`src/rtl/sync_fifo_param.sv`:
```
// Parametrised single-clock FIFO with thresholds, occupancy count,
// error pulses, synchronous flush and optional first-word-fall-through.
//
// Ports:
//   clk          rising-edge clock
//   rst_n        asynchronous active-low reset
//   clr          synchronous flush (priority over wr_en/rd_en)
//   data_in      write data, WIDTH bits
//   wr_en        write request
//   rd_en        read request
//   data_out     read data (registered, or head word when FWFT=1)
//   full         fifo_cnt == DEPTH
//   empty        fifo_cnt == 0
//   almost_full  fifo_cnt >= AF_LEVEL
//   almost_empty fifo_cnt <= AE_LEVEL
//   fifo_cnt     occupancy 0..DEPTH
//   overflow     one-cycle pulse after a rejected write
//   underflow    one-cycle pulse after a rejected read
module sync_fifo_param #(
   parameter int unsigned WIDTH    = 8,
   parameter int unsigned DEPTH    = 16,
   parameter int unsigned AF_LEVEL = 14,
   parameter int unsigned AE_LEVEL = 2,
   parameter int unsigned FWFT     = 0
) (
   input  logic                     clk,
   input  logic                     rst_n,
   input  logic                     clr,
   input  logic [WIDTH-1:0]         data_in,
   input  logic                     wr_en,
   input  logic                     rd_en,
   output logic [WIDTH-1:0]         data_out,
   output logic                     full,
   output logic                     empty,
   output logic                     almost_full,
   output logic                     almost_empty,
   output logic [$clog2(DEPTH):0]   fifo_cnt,
   output logic                     overflow,
   output logic                     underflow
);

   localparam int unsigned AW = $clog2(DEPTH);
   localparam int unsigned CW = AW + 1;

   if (WIDTH < 1 || DEPTH < 4 ||
       (DEPTH & (DEPTH - 1)) != 0 ||
       AF_LEVEL < 1 || AF_LEVEL > DEPTH ||
       AE_LEVEL > DEPTH - 1 || FWFT > 1)
   begin : g_bad_param
      $error("sync_fifo_param: illegal parameters");
   end

   logic [WIDTH-1:0] mem [DEPTH];

   logic [AW-1:0]    wr_ptr_q, wr_ptr_d;
   logic [AW-1:0]    rd_ptr_q, rd_ptr_d;
   logic [CW-1:0]    cnt_q, cnt_d;
   logic             ovf_q, ovf_d;
   logic             unf_q, unf_d;
   logic [WIDTH-1:0] dout_q, dout_d;

   logic             rd_acc;
   logic             wr_acc;
   logic             do_wr;
   logic             is_empty;
   logic             is_full;
   logic [WIDTH-1:0] head;

   assign is_empty = (cnt_q == '0);
   assign is_full  = (cnt_q == CW'(DEPTH));

   // A read frees a slot in the same edge, so a full FIFO
   // still takes a simultaneous write.
   assign rd_acc = rd_en && !is_empty;
   assign wr_acc = wr_en && (!is_full || rd_acc);
   assign do_wr  = wr_acc && !clr;

   assign head = mem[rd_ptr_q];

   always_comb begin
      wr_ptr_d = wr_ptr_q;
      rd_ptr_d = rd_ptr_q;
      cnt_d    = cnt_q;
      ovf_d    = 1'b0;
      unf_d    = 1'b0;
      dout_d   = dout_q;
      if (clr) begin
         wr_ptr_d = '0;
         rd_ptr_d = '0;
         cnt_d    = '0;
         dout_d   = '0;
      end else begin
         ovf_d = wr_en && !wr_acc;
         unf_d = rd_en && !rd_acc;
         if (wr_acc) begin
            wr_ptr_d = wr_ptr_q + AW'(1);
         end
         if (rd_acc) begin
            rd_ptr_d = rd_ptr_q + AW'(1);
            dout_d   = head;
         end
         unique case ({wr_acc, rd_acc})
            2'b10:   cnt_d = cnt_q + CW'(1);
            2'b01:   cnt_d = cnt_q - CW'(1);
            default: cnt_d = cnt_q;
         endcase
      end
   end

   always_ff @(posedge clk or negedge rst_n) begin
      if (!rst_n) begin
         wr_ptr_q <= '0;
         rd_ptr_q <= '0;
         cnt_q    <= '0;
         ovf_q    <= 1'b0;
         unf_q    <= 1'b0;
         dout_q   <= '0;
      end else begin
         wr_ptr_q <= wr_ptr_d;
         rd_ptr_q <= rd_ptr_d;
         cnt_q    <= cnt_d;
         ovf_q    <= ovf_d;
         unf_q    <= unf_d;
         dout_q   <= dout_d;
      end
   end

   // Storage carries no reset; only pointers define validity.
   always_ff @(posedge clk) begin
      if (do_wr) begin
         mem[wr_ptr_q] <= data_in;
      end
   end

   // In FWFT mode the head word is shown directly; forcing zero
   // while empty keeps the post-reset output deterministic.
   assign data_out = (FWFT != 0)
                   ? (is_empty ? '0 : head)
                   : dout_q;

   assign full         = is_full;
   assign empty        = is_empty;
   assign almost_full  = (cnt_q >= CW'(AF_LEVEL));
   assign almost_empty = (cnt_q <= CW'(AE_LEVEL));
   assign fifo_cnt     = cnt_q;
   assign overflow     = ovf_q;
   assign underflow    = unf_q;

endmodule

```
`config.mk`:
```
export PLATFORM = sky130hd
export DESIGN_NAME = sync_fifo_param
export DESIGN_NICKNAME = d
export VERILOG_FILES = /design/src/rtl/sync_fifo_param.sv
export SDC_FILE = /design/constraint.sdc
export NUM_CORES = 1
export LEC_CHECK = 0
export ABC_AREA = 1
export CAP_MARGIN = 20
export CORE_ASPECT_RATIO = 0.75
export CORE_MARGIN = 1.5
export CORE_UTILIZATION = 60
export CTS_CLUSTER_SIZE = 14
export DETAILED_ROUTE_END_ITERATION = 8
export GPL_TIMING_DRIVEN = 0
export MAX_ROUTING_LAYER = met4
export PLACE_DENSITY = 0.79
export SYNTH_ARGS = -nofsm -noshare
export SYNTH_HDL_FRONTEND = slang
export SYNTH_SLANG_ARGS = --single-unit
```
`constraint.sdc`:
```
create_clock -name clk -period 2.7 [get_ports clk]
set_input_delay 0.405 -clock clk [delete_from_list [all_inputs] [get_ports clk]]
set_output_delay 0.405 -clock clk [all_outputs]
set_load 0.01 [all_outputs]
```
* After elaboration in Yosys (flattened, before gate mapping)
Memories as Yosys holds them, arrays and structs flattened.
Index checks and enable logic that the tools add are counted.
** Word-level totals
- Register bits after elaboration :: 23
- Latch bits :: 0
- Bits in writable memories :: 128
- ROM bits :: 0
- Output and inout port bits :: 19
- Word-level logic and storage cells :: 43
- Memories kept :: 1
** Cells by class
- Add/subtract/negate cells :: 4
- $mul :: 0
- Div/mod/pow operators :: 0
- Magnitude comparators :: 2
- Eq/ne operators :: 3
- Shift-type cells :: 0
- Multiplexer cells :: 12
- Bitwise gates (word level) :: 0
- Reductions and logical operators :: 15
** Memory list
- mem :: depth 16, bits a word 8, read ports 1, clocked after Yosys merged registers in 0, wr ports 1, line 53 : logic [WIDTH-1:0] mem [DEPTH];
** Operator list (count)
- two-way mux 4 bit :: 4
- two-way mux 8 bit :: 2
- one-hot mux 5 bit (2 select lines) :: 1
- adder 4 x 1 -> 4 bit (second input constant) :: 2
- adder 5 x 1 -> 5 bit (second input constant) :: 1
- == test 5 bit (second input constant) :: 1
- greater-or-equal comparator 5 x 4 -> 1 bit (second input constant) :: 1
- <= comparator 5 x 2 -> 1 bit (second input constant) :: 1
- logical AND 1 bit :: 5
- zero test 1 bit :: 5
- zero test 5 bit :: 1
- two-way mux 5 bit :: 1
- subtractor 5 x 1 -> 5 bit (second input constant) :: 1
- two-way mux 1 bit :: 4
- nonzero test 2 bit :: 2
- nonzero test 3 bit :: 1
- == test 2 x 1 -> 1 bit (second input constant) :: 1
- == test 2 bit (second input constant) :: 1
- logical OR 1 bit :: 1

* Depth between registers and ports, before layout
Gate-level depths: netlist (run 1).
- Depth after elaboration :: 8
- Mapped depth :: 13

* Worst setup path after synthesis (run 1)
No wires, ideal clock.
- Path kind :: register -> register
- From :: register cnt_q[1] (netlist: fifo_cnt[1])
- To :: register cnt_q[4] (netlist: fifo_cnt[4])
- Setup time :: 0.117 ns
- Arrival time :: 1.853 ns
- Required time :: 2.583 ns
- Slack :: 0.730 ns
- Cell stages (with the launch flop) :: 14
- Buffers on the path :: 0
- Period minus slack after synthesis :: 1.970 ns
- Cells stage by stage :: dfrtp_1 > nor2_4 > nand3_2 > nand3_2 > inv_1 > ha_1 > a21oi_1 > nand2_1 > nand2_1 > nand2_1 > nand2_1 > nand2_1 > nand2_1 > nand2_1
** Between the ends
- Cells in the longest elaborated chain, start to end :: 8
- Elaborated cells between the ends (all ways) :: 14
- Those cells by class :: add/sub: 2; eq/ne: 3; mux: 2; reduce/logical: 7
** RTL lines
- start, declared :: line 57 : logic [CW-1:0] cnt_q, cnt_d;
- start signal, assigned :: line 121 : cnt_q <= cnt_d;
- zero test 5 bit :: line 69 : assign is_empty = (cnt_q == '0);
- zero test 1 bit :: line 74 : assign rd_acc = rd_en && !is_empty;
- logical AND 1 bit :: line 74
- logical OR 1 bit :: line 75 : assign wr_acc = wr_en && (!is_full || rd_acc);
- logical AND 1 bit :: line 75
- == test 2 x 1 -> 1 bit or == test 2 bit (tied branches) :: line 102 : unique case ({wr_acc, rd_acc})
- one-hot mux 5 bit (2 select lines) :: line 102
- two-way mux 5 bit :: line 87 : if (clr) begin
Several ways; a longest one is shown, not always the timed one.
A chain may end at the register's enable or synchronous reset.

* Final worst setup path (run 1)
- From :: register cnt_q[0] (netlist: fifo_cnt[0])
- To :: output port almost_empty
** Between the ends
- Cells in the longest elaborated chain, start to end :: 1
** RTL lines
- <= comparator 5 x 2 -> 1 bit :: line 144 : assign almost_empty = (cnt_q <= CW'(AE_LEVEL));
- end, declared :: line 36 : output logic almost_empty,
No other way between the ends.

==> results of run 1 <==
power breakdown:
part	switching [W]	internal [W]	total [W]	leakage, nW
combinational	0.00126	0.000719	0.00198	1.91
clock	0.000912	0.00145	0.00236	0.276
sequential	0.000111	0.00264	0.00275	1.47
total	0.00229	0.00481	0.00710	3.65
synthesized netlist by cell type:
library cell / instances / area [um^2]
sky130_fd_sc_hd__dfrtp_1: 23 / 576
sky130_fd_sc_hd__clkbuf_1: 4 / 15.0
sky130_fd_sc_hd__edfxtp_1: 128 / 3840
sky130_fd_sc_hd__inv_2: 6 / 22.5
sky130_fd_sc_hd__inv_1: 119 / 447
sky130_fd_sc_hd__nand3_1: 96 / 480
sky130_fd_sc_hd__buf_2: 13 / 65.1
sky130_fd_sc_hd__o31ai_1: 1 / 7.51
sky130_fd_sc_hd__clkinv_1: 2 / 7.51
sky130_fd_sc_hd__xnor2_1: 1 / 8.76
sky130_fd_sc_hd__nor3_1: 3 / 15.0
sky130_fd_sc_hd__or2_2: 8 / 50.1
sky130_fd_sc_hd__inv_4: 2 / 12.5
sky130_fd_sc_hd__buf_1: 2 / 7.51
sky130_fd_sc_hd__nand2_4: 3 / 33.8
sky130_fd_sc_hd__nand3b_1: 1 / 7.51
sky130_fd_sc_hd__a21oi_1: 3 / 15.0
sky130_fd_sc_hd__nor2_1: 11 / 41.3
sky130_fd_sc_hd__xor2_1: 2 / 17.5
sky130_fd_sc_hd__a21oi_4: 1 / 16.3
sky130_fd_sc_hd__nand2_1: 261 / 980
sky130_fd_sc_hd__nor2_4: 13 / 146
sky130_fd_sc_hd__o21ai_0: 5 / 25.0
sky130_fd_sc_hd__buf_4: 6 / 45.0
sky130_fd_sc_hd__fa_1: 1 / 20.0
sky130_fd_sc_hd__ha_1: 8 / 100
sky130_fd_sc_hd__nand3_2: 2 / 20.0
sky130_fd_sc_hd__nand3_4: 2 / 35.0
sky130_fd_sc_hd__buf_12: 1 / 20.0
sky130_fd_sc_hd__a2111oi_0: 1 / 8.76
registers in the layout (all words and copies together), names as in the netlist:
name and count:
wr_ptr_q 4, fifo_cnt 5, underflow 1, data_out 8
overflow 1, rd_ptr_q 4, mem 128
per-layer routing:
layer | routed length, um | vias to the layer above
li1 | - | 2415
met1 | 6930 | 2433
met2 | 7790 | 209
met3 | 1190 | 32
met4 | 329 | 0
met5 | 0 | -
cells by family (layout without fill, tap and decap cells):
group | after synthesis | in the layout
and+or+nand+nor | 400 | 400
buffers and inverters | 155 | 219
xor gates and xnor gates | 3 | 3
DFF | 151 | 151
adders and majority gates | 9 | 9
AOI/OAI and AO/OA | 11 | 11
worst paths after layout:
| check | startpoint | depth (start not counted) | slack [ns] | to |
|---|---|---|---|---|
| max in group asynchronous | rst_n | 2 | 1.95 | wr_ptr_q[0] |
| min reg2reg | data_out[4] | 2 | 0.49 | data_out[4] |
| max reg2reg | fifo_cnt[1] | 13 | 0.38 | fifo_cnt[4] |
| max | fifo_cnt[0] | 2 | 0.35 | almost_empty |
| min in group clk | data_out[4] | 2 | 0.49 | data_out[4] |
| min | rst_n | 1 | 0.30 | fifo_cnt[3] |
metrics by stage:
step	area (um^2)	hold slack (ns)	worst slack, ns
floorplan	7090	0.109	0.730
global placement	7600	0.472	0.215
detailed placement	7600	0.474	0.118
CTS	8190	0.490	0.341
global route	8220	0.300	0.171
finish	8220	0.301	0.346
final cells by class:
cell class | instances | area share
clock buffers | 20 | 0.0531
multi-input cells | 423 | 0.247
plain buffers | 26 | 0.0186
well taps | 162 | 0.0247
clock inverters | 12 | 0.0186
flip-flops and latches | 151 | 0.538
inverters | 129 | 0.0595
repair buffers | 32 | 0.0411
critical path: cells and delay by family (launching register included):
kind	cells	cell delay [ns]
AOI/OAI and AO/OA	1	0.43
DFF	1	0.47
buffers and inverters	1	0.63
==> flow_metrics.py, run 1 <==
metrics = {
    "worst_setup_path": {
        "worst-endpoint-arrival_ns": 1.95,
        "critical-path-slowest-cell": "sky130_fd_sc_hd__clkdlybuf4s50_1",
        "critPathMaxFanout": 6,
        "worst_setup_path_start_kind": "flip-flop",
        "cpPeakStageDelay_ns": 0.63,
        "critical_path.endpoint_type": "output port",
        "worstPathRequired_ns": 2.30,
        "crit_path_cell_trace": "a2111oi_0 > clkdlybuf4s50_1",
        "crit_type": "flip-flop to output port",
    },
    "clocking": {
        "number_of_buffers_between_clock_root_and_the_deepest_sink": 2,
        "cts_tree": "built",
        "worst_skew_pair.late_latency_ns": 0.41,
        "numClockSinks": 151,
        "holdBufCountCts": 0,
        "h-tree-depth": 4,
        "cts_resized": 0,
        "postCtsSetupRepairBufs": 0,
        "cts_made_buffers": 17,
        "path_clk_slew_ns": 0.06,
        "clock-root-buffer": "sky130_fd_sc_hd__clkbuf_16",
    },
    "synth": {
        "synth-xor-area-share": 0.00371,
        "yosys_warnings": 0,
        "mappedNetlistArea_um2": 7090,
        "synth_compound_gate_area_share": 0.0102,
        "syn_inst": 729,
        "yosys.area_share.simple": 0.255,
        "synth_top_family_by_area": "simple AND/OR/NAND/NOR gates",
        "synth_area_per_cell_um2": 9.72,
        "synth_adder_area_share": 0.0169,
        "mappedNetlistNets": 751,
        "synth_sequential_area_ratio": 0.623,
        "synth_mux_area_frac": 0,
        "synth_seq_cells": 151,
        "synth_cell_types": 30,
    },
    "timing": {
        "layout_min_cycle_time_ns": 2.35,
        "fmax_mhz": 425,
        "fin_tns_setup_ns": 0,
        "finalHoldViolations": 0,
        "maxSlewHeadroom": 0.465,
        "final_max_slew_viol_count": 0,
        "measured_slew_at_the_worst_slew_check_pin_ns": 0.800,
        "setup_viol_count_final": 0,
        "rsz0062_at_grt": "no",
        "worst_clock_skew_ns": 0.00983,
        "fin_crit_sh": 0.872,
    },
    "cells_and_area": {
        "post_layout_nonfiller_instances": 955,
        "leading_cell_types_in_the_layout_fill_and_taps_excluded": "sky130_fd_sc_hd__nand2_1, sky130_fd_sc_hd__edfxtp_1, sky130_fd_sc_hd__inv_1",
        "finish.utilization": 0.710,
        "drive_above_1_share": 0.110,
        "final_nets": 802,
        "fillers": 853,
        "layout.cells.most_common": "sky130_fd_sc_hd__nand2_1",
        "area_growth_pct": 15.9,
        "ff_latch_area_um2": 4420,
        "multi_input_area_um2": 2030,
        "diodes": 0,
    },
    "detailed_routing": {
        "drc": 0,
        "via_count": 5089,
        "viasPerCell": 5.33,
        "ant_nets": 0,
        "detail_route.iter0.violations": 463,
        "routedWlPerCell_um": 17.0,
        "routed_wirelength_um": 16200,
        "detail_route.first_pass.iterations": 7,
    },
    "placement": {
        "placedCellCount": 922,
        "gpl.final_weighted_congestion": 0.954,
        "detailed_place_hpwl_um": 10900,
        "port_buffers": 31,
    },
    "floorplan": {
        "fp.dieH_um": 97.1,
        "placementRows": 34,
        "top_level_ports": 32,
        "die_area_um2": 12500,
        "die_width_um": 129,
        "initial_utilization": 0.613,
        "fp.coreArea_um2": 11600,
    },
    "run": {
        "max_cap_viol_count": 0,
    },
    "power_and_ir_drop": {
        "max-vdd-ir-drop_v": 0.000659,
        "power_w": 0.00710,
        "leakage_power_nw": 3.65,
        "power_density_nw_per_um2": 864,
    },
    "global_route": {
        "grt_max_degree": 24,
        "grt.busiest_layer": "met2",
        "grt.met1_usage": 0.393,
        "grt_pass1_wl_um": 26100,
        "groute.usage.overall": 0.293,
        "residual_overflow_from_global_routing": 0,
        "grt_use_met3": 0.0677,
        "grtUsageMet2": 0.450,
        "initial_antenna_violation_count": 1,
        "via_count_of_the_first_global_routing_pass": 5057,
    },
    "worst_hold_path": {
        "hold_class": "input pin to async pin",
    },
    "status": {
        "outcome": "completed",
    },
}
Note: power is estimated with default switching activity, not from simulation.
==> run 2, diff against run 1 <==
--- a/config.mk
+++ b/config.mk
@@ -9,12 +9,12 @@
 export CAP_MARGIN = 20
 export CORE_ASPECT_RATIO = 0.75
 export CORE_MARGIN = 1.5
-export CORE_UTILIZATION = 60
+export CORE_UTILIZATION = 30
 export CTS_CLUSTER_SIZE = 14
 export DETAILED_ROUTE_END_ITERATION = 8
 export GPL_TIMING_DRIVEN = 0
+export HOLD_SLACK_MARGIN = 0.08
 export MAX_ROUTING_LAYER = met4
-export PLACE_DENSITY = 0.79
 export SYNTH_ARGS = -nofsm -noshare
 export SYNTH_HDL_FRONTEND = slang
 export SYNTH_SLANG_ARGS = --single-unit
==> run 2 against run 1 <==
  * Global-route usage decreased by 15 points
  * Routed wire length rose by 0.17%
  * Sequential share of layout area is 1.2 points lower
  * Worst setup slack improved by 0.0083 ns
  * Highest routed layer unchanged
  * Critical endpoint unchanged
  * Final cell count up 14%
  * Core utilization shrank 35 points
  * Sequential cell count unchanged
  * Die area up 97%
  * Critical path depth unchanged
  * Sequential power hardly changed
==> flow_metrics.py, run 2 (synthesis results as in run 1) <==
metrics = {
    "status": {
        "outcome": "completed",
    },
    "cells_and_area": {
        "leading_cell_types_in_the_layout_fill_and_taps_excluded": "sky130_fd_sc_hd__nand2_1, sky130_fd_sc_hd__edfxtp_1, sky130_fd_sc_hd__inv_1",
        "diodes": 0,
        "largest_register_ff_count": 128,
        "final_nets": 802,
        "layout.cells.most_common": "sky130_fd_sc_hd__nand2_1",
        "final_area_um2": 8410,
        "drive_above_1_share": 0.107,
        "area_growth_pct": 18.6,
        "post_layout_nonfiller_instances": 1093,
        "max_flop_register": "mem",
    },
    "timing": {
        "setup_viol_count_final": 0,
        "worst_clock_skew_ns": 0.0112,
        "layout_min_cycle_time_ns": 2.35,
        "measured_slew_at_the_worst_slew_check_pin_ns": 0.931,
        "maxSlewHeadroom": 0.377,
        "fin_tns_setup_ns": 0,
        "finalHoldViolations": 0,
        "rsz0062_at_grt": "no",
        "fin_crit_sh": 0.869,
        "post_layout_worst_setup_margin_ns": 0.354,
        "final_max_slew_viol_count": 0,
        "fmax_mhz": 426,
    },
    "detailed_routing": {
        "routed_wirelength_um": 16300,
        "detail_route.iter0.violations": 516,
        "detail_route.first_pass.iterations": 5,
        "via_count": 4888,
        "ant_nets": 0,
        "viasPerCell": 4.47,
        "drc": 0,
        "routedWlPerCell_um": 14.9,
    },
    "power_and_ir_drop": {
        "max-vdd-ir-drop_v": 0.000428,
        "intPower_w": 0.00492,
        "comb_power_share": 0.276,
        "leakage_power_nw": 3.67,
        "power_density_nw_per_um2": 857,
        "switching_fraction_of_total_power": 0.318,
        "switchingPower_w": 0.00229,
        "power.share.sequential": 0.381,
        "clock_power_share": 0.343,
    },
    "worst_setup_path": {
        "crit_type": "flip-flop to output port",
        "cpPeakStageDelay_ns": 0.61,
        "worst_setup_path_start_kind": "flip-flop",
        "ff2ff_path_depth": 13,
        "crit_path_cell_trace": "a2111oi_0 > clkdlybuf4s50_1",
        "worstPathRequired_ns": 2.30,
        "critPathMaxFanout": 6,
        "critical_path.endpoint_type": "output port",
        "r2r-start": "fifo_cnt[1]",
        "rr_endpoint": "fifo_cnt[4]",
        "worst-endpoint-arrival_ns": 1.94,
        "critical-path-slowest-cell": "sky130_fd_sc_hd__clkdlybuf4s50_1",
        "r2r_setup_slack_ns": 0.49,
    },
    "placement": {
        "port_buffers": 31,
        "placedCellCount": 1060,
        "detailed_place_hpwl_um": 11200,
        "gpl.final_weighted_congestion": 0.865,
        "place_area_um2": 7770,
        "dp_worst_setup_slack_ns": 0.188,
    },
    "clocking": {
        "cts_resized": 0,
        "number_of_buffers_between_clock_root_and_the_deepest_sink": 2,
        "cts_made_buffers": 17,
        "path_clk_slew_ns": 0.06,
        "worst_skew_pair.late_latency_ns": 0.43,
        "holdBufCountCts": 0,
        "postCtsSetupRepairBufs": 0,
        "cts_tree": "built",
        "numClockSinks": 151,
        "clock-root-buffer": "sky130_fd_sc_hd__clkbuf_16",
        "h-tree-depth": 4,
    },
    "global_route": {
        "initial_antenna_violation_count": 0,
        "via_count_of_the_first_global_routing_pass": 4635,
        "groute.usage.overall": 0.146,
        "grt_max_degree": 24,
        "residual_overflow_from_global_routing": 0,
        "grt_pass1_wl_um": 26000,
    },
    "floorplan": {
        "die_width_um": 181,
        "fp.dieH_um": 136,
        "fp.coreArea_um2": 23100,
        "initial_utilization": 0.307,
        "die_area_um2": 24600,
        "top_level_ports": 32,
        "placementRows": 48,
    },
    "worst_hold_path": {
        "hold_class": "input pin to async pin",
    },
    "run": {
        "max_cap_viol_count": 0,
    },
}
-- run 2: cell types whose count changed in the layout (fill, tap and decap cells not counted), sizes merged --
cell,before,now
bufinv,3,4
clkinv,6,8
inv,128,127
clkinvlp,4,0
clkbuf,24,26
-- run 2: power groups by stage --
stage / combinational [W] / clock [W] / sequential (W)
detailed placement: 0.00197 / 0 / 0.00279
finish: 0.00199 / 0.00247 / 0.00275
global route: 0.00222 / 0.00260 / 0.00276
floorplan: 0.00119 / 0 / 0.00281
CTS: 0.00199 / 0.00249 / 0.00275
global placement: 0.00195 / 0 / 0.00279
-- run 2: per-stage QoR --
step | hold slack (ns) | total power [W] | util
CTS | 0.491 | 0.00722 | 0.363
global placement | 0.474 | 0.00474 | 0.336
detailed placement | 0.477 | 0.00476 | 0.336
finish | 0.236 | 0.00720 | 0.364
global route | 0.230 | 0.00758 | 0.364
floorplan | 0.109 | 0.00399 | -
-- run 2: worst max-delay path by stage --
stage                      startpoint            to
after floorplan           fifo_cnt[1]   fifo_cnt[4]
after global placement          wr_en   fifo_cnt[4]
after detailed placement        wr_en   fifo_cnt[4]
after CTS                 fifo_cnt[0]  almost_empty
after global routing      fifo_cnt[0]  almost_empty
final                     fifo_cnt[0]  almost_empty
-- run 2: worst max-delay path, delay by kind of cell, from the launching register on --
| family | cells | cell delay (ns) |
|---|---|---|
| buf+inv | 1 | 0.61 |
| compound gates | 1 | 0.43 |
| flops | 1 | 0.48 |
-- run 2: metal layers --
layer	up-vias	track usage	wire length, um
li1	2409	-	-
met1	2315	0.206	7870
met2	142	0.207	7000
met3	22	0.0372	1140
met4	0	0.0444	257
met5	-	-	0
-- run 2: final cells by class --
| type | instances | area, um^2 |
|---|---|---|
| buffer | 26 | 153 |
| clock buffer | 22 | 454 |
| clock inverter | 10 | 153 |
| fill | 2240 | 14700 |
| inverter | 129 | 489 |
| multi-input combinational | 423 | 2030 |
| sequential | 151 | 4420 |
| tap | 300 | 375 |
| timing repair buffer | 32 | 338 |
==> run 3, diff against run 2 <==
--- a/config.mk
+++ b/config.mk
@@ -5,7 +5,6 @@
 export SDC_FILE = /design/constraint.sdc
 export NUM_CORES = 1
 export LEC_CHECK = 0
-export ABC_AREA = 1
 export CAP_MARGIN = 20
 export CORE_ASPECT_RATIO = 0.75
 export CORE_MARGIN = 1.5
==> run 3 against run 2 <==
  * Cell area down 8.0%
  * Synthesized area down 12%
  * Largest cell class unchanged
  * Critical path type is now flip-flop to flip-flop
  * Sequential cell count unchanged
  * Via count down 33%
  * Worst hold slack better by 0.055 ns
  * Total power down 12%
  * Highest routed layer unchanged
  * Clock skew up 0.0053 ns
  * Sequential share of layout area up 4.6 points
==> flow_metrics.py, run 3 <==
metrics = {
    "placement": {
        "detailed_place_hpwl_um": 8970,
        "dp_worst_setup_slack_ns": -0.341,
        "gpl.final_weighted_congestion": 0.758,
        "placedCellCount": 656,
        "port_buffers": 29,
    },
    "floorplan": {
        "initial_utilization": 0.307,
        "top_level_ports": 32,
        "die_width_um": 170,
        "fp.coreArea_um2": 20300,
        "fp.dieH_um": 128,
        "die_area_um2": 21700,
        "placementRows": 45,
    },
    "cells_and_area": {
        "max_flop_register": "mem",
        "post_layout_nonfiller_instances": 704,
        "leading_cell_types_in_the_layout_fill_and_taps_excluded": "sky130_fd_sc_hd__edfxtp_1, sky130_fd_sc_hd__mux4_2, sky130_fd_sc_hd__clkdlybuf4s50_1",
        "largest_register_ff_count": 128,
        "fillers": 1861,
        "drive_above_1_share": 0.273,
        "area_growth_pct": 24.0,
        "ff_latch_area_um2": 4420,
        "final_nets": 431,
        "diodes": 0,
        "multi_input_area_um2": 1770,
        "layout.cells.most_common": "sky130_fd_sc_hd__edfxtp_1",
    },
    "worst_setup_path": {
        "rr_endpoint": "fifo_cnt[4]",
        "ff2ff_path_depth": 11,
        "critPathMaxFanout": 6,
        "worst_setup_path_start_kind": "flip-flop",
        "crit_type": "flip-flop to flip-flop",
        "worst-endpoint-arrival_ns": 2.93,
        "critical_path.endpoint_type": "flip-flop",
        "r2r_setup_slack_ns": 0.10,
        "worstPathRequired_ns": 3.03,
        "r2r-start": "fifo_cnt[2]",
    },
    "detailed_routing": {
        "via_count": 3296,
        "viasPerCell": 4.68,
        "detail_route.first_pass.iterations": 4,
        "routed_wirelength_um": 13500,
        "detail_route.iter0.violations": 378,
        "ant_nets": 0,
        "drc": 0,
        "routedWlPerCell_um": 19.1,
    },
    "timing": {
        "post_layout_worst_setup_margin_ns": 0.102,
        "finalHoldViolations": 0,
        "measured_slew_at_the_worst_slew_check_pin_ns": 0.994,
        "final_max_slew_viol_count": 0,
        "worst_clock_skew_ns": 0.0165,
        "fin_crit_sh": 0.962,
        "fmax_mhz": 385,
        "maxSlewHeadroom": 0.335,
        "layout_min_cycle_time_ns": 2.60,
        "setup_viol_count_final": 0,
    },
    "synth": {
        "yosysTopAreaCellShare": 0.616,
        "mappedNetlistArea_um2": 6240,
        "synth_cell_types": 43,
        "mappedNetlistNets": 364,
        "yosys_warnings": 0,
        "async_reset_ff_frac": 0.152,
        "most_frequent_cells_after_synthesis": "sky130_fd_sc_hd__edfxtp_1, sky130_fd_sc_hd__mux4_2, sky130_fd_sc_hd__nor2_1, sky130_fd_sc_hd__dfrtp_1, sky130_fd_sc_hd__mux2i_1",
        "synth_seq_cells": 151,
        "synth_sequential_area_ratio": 0.708,
        "dominant_cells_by_area_after_synthesis": "sky130_fd_sc_hd__edfxtp_1, sky130_fd_sc_hd__mux4_2, sky130_fd_sc_hd__dfrtp_1",
        "synth_area_per_cell_um2": 18.2,
        "most_repeated_cell_in_the_gate_level_netlist_after_synthesis": "sky130_fd_sc_hd__edfxtp_1",
        "library_cell_occupying_the_most_area_in_the_post_synthesis_netlist": "sky130_fd_sc_hd__edfxtp_1",
        "count_of_flip_flops_with_a_built_in_enable_after_synthesis": 128,
        "syn_inst": 342,
        "yosys_most_used_dff": "sky130_fd_sc_hd__edfxtp_1",
    },
    "global_route": {
        "grt_max_degree": 24,
        "initial_antenna_violation_count": 0,
        "via_count_of_the_first_global_routing_pass": 3221,
        "residual_overflow_from_global_routing": 0,
        "groute.usage.overall": 0.134,
        "grt_pass1_wl_um": 20000,
    },
    "power_and_ir_drop": {
        "power_density_nw_per_um2": 820,
        "max-vdd-ir-drop_v": 0.000487,
        "leakage_power_nw": 2.57,
    },
    "clocking": {
        "cts_tree": "built",
        "path_clk_slew_ns": 0.06,
        "clock-root-buffer": "sky130_fd_sc_hd__clkbuf_16",
        "worst_skew_pair.late_latency_ns": 0.42,
        "cts_made_buffers": 17,
        "number_of_buffers_between_clock_root_and_the_deepest_sink": 2,
        "numClockSinks": 151,
        "h-tree-depth": 4,
        "holdBufCountCts": 0,
    },
    "status": {
        "outcome": "completed",
    },
    "worst_hold_path": {
        "hold_class": "input pin to async pin",
    },
    "run": {
        "max_cap_viol_count": 0,
    },
}
## run 3: worst max-delay path by stage
stage               slack, ns  cells past startpoint     endpoint         from
global placement        -0.76                      5    mem[0][1]        wr_en
detailed placement      -0.34                      5   mem[10][4]        wr_en
CTS                     0.006                     11  fifo_cnt[4]  fifo_cnt[4]
global route            -0.01                     12  fifo_cnt[4]  fifo_cnt[4]
floorplan                0.05                     11  fifo_cnt[4]  fifo_cnt[4]
finish                   0.10                     11  fifo_cnt[4]  fifo_cnt[2]
## run 3: cell type report
class | instances | share of cell area
plain buffers | 20 | 0.0139
clock buffers | 19 | 0.0560
clock inverters | 13 | 0.0201
inverters | 6 | 0.00291
multi-input cells | 165 | 0.229
flip-flops and latches | 151 | 0.572
well taps | 282 | 0.0456
repair buffers | 48 | 0.0607
## run 3: per-layer routing
metal | routed length, um | global-route usage | part of all wire | up-vias
met3 | 860 | 0.0503 | 0.064 | 6
li1 | - | - | - | 1483
met1 | 6380 | 0.182 | 0.47 | 1716
met2 | 6170 | 0.189 | 0.46 | 91
met4 | 61 | 0.0344 | 0.0045 | 0
met5 | 0 | - | 0 | -
## run 3: cells by family (layout without fill, tap and decap cells)
family | Yosys count | count (layout) | synth area share
muxes | 53 | 53 | 0.150
and+or+nand+nor | 72 | 72 | 0.0632
adders and majority gates | 9 | 9 | 0.0193
AOI/OAI and AO/OA | 22 | 22 | 0.0255
DFF | 151 | 151 | 0.708
xor gates and xnor gates | 9 | 9 | 0.0126
buffers and inverters | 26 | 106 | 0.0209
## run 3: what timing repair did
action	4_1_cts	5_1_grt
setup buffers	3	8
gates resized for setup	4	12
setup endpoints to repair	3	7
pin swaps	3	7
## run 3: per-stage QoR
step | area [um^2] | util | TNS (ns) | hold WS, ns | total power [W]
after floorplan | 6240 | - | 0 | 0.109 | 0.00344
after global placement | 6890 | 0.339 | -34.15 | 0.516 | 0.00385
after detailed placement | 6920 | 0.340 | -25.17 | 0.515 | 0.00388
after CTS | 7550 | 0.371 | 0 | 0.344 | 0.00625
after global routing | 7730 | 0.380 | -0.0229 | 0.288 | 0.00657
final | 7730 | 0.380 | 0 | 0.291 | 0.00634
## run 3: where the power goes
| part | internal (W) | switching [W] |
|---|---|---|
| sequential | 0.00263 | 0.0000916 |
| combinational | 0.000666 | 0.000597 |
| clock | 0.00145 | 0.000908 |
## run 3: worst max-delay path, stage by stage (launching register included)
cell                       delay, ns
sky130_fd_sc_hd__dfrtp_2        0.45
sky130_fd_sc_hd__or3_4          0.41
sky130_fd_sc_hd__o31a_1         0.26
sky130_fd_sc_hd__nand2b_1       0.11
sky130_fd_sc_hd__buf_4          0.13
sky130_fd_sc_hd__fa_2           0.20
sky130_fd_sc_hd__nand2b_4       0.13
sky130_fd_sc_hd__a21oi_4        0.06
sky130_fd_sc_hd__buf_6          0.12
sky130_fd_sc_hd__or3_1          0.35
sky130_fd_sc_hd__a21o_1         0.20
sky130_fd_sc_hd__a21oi_2        0.11
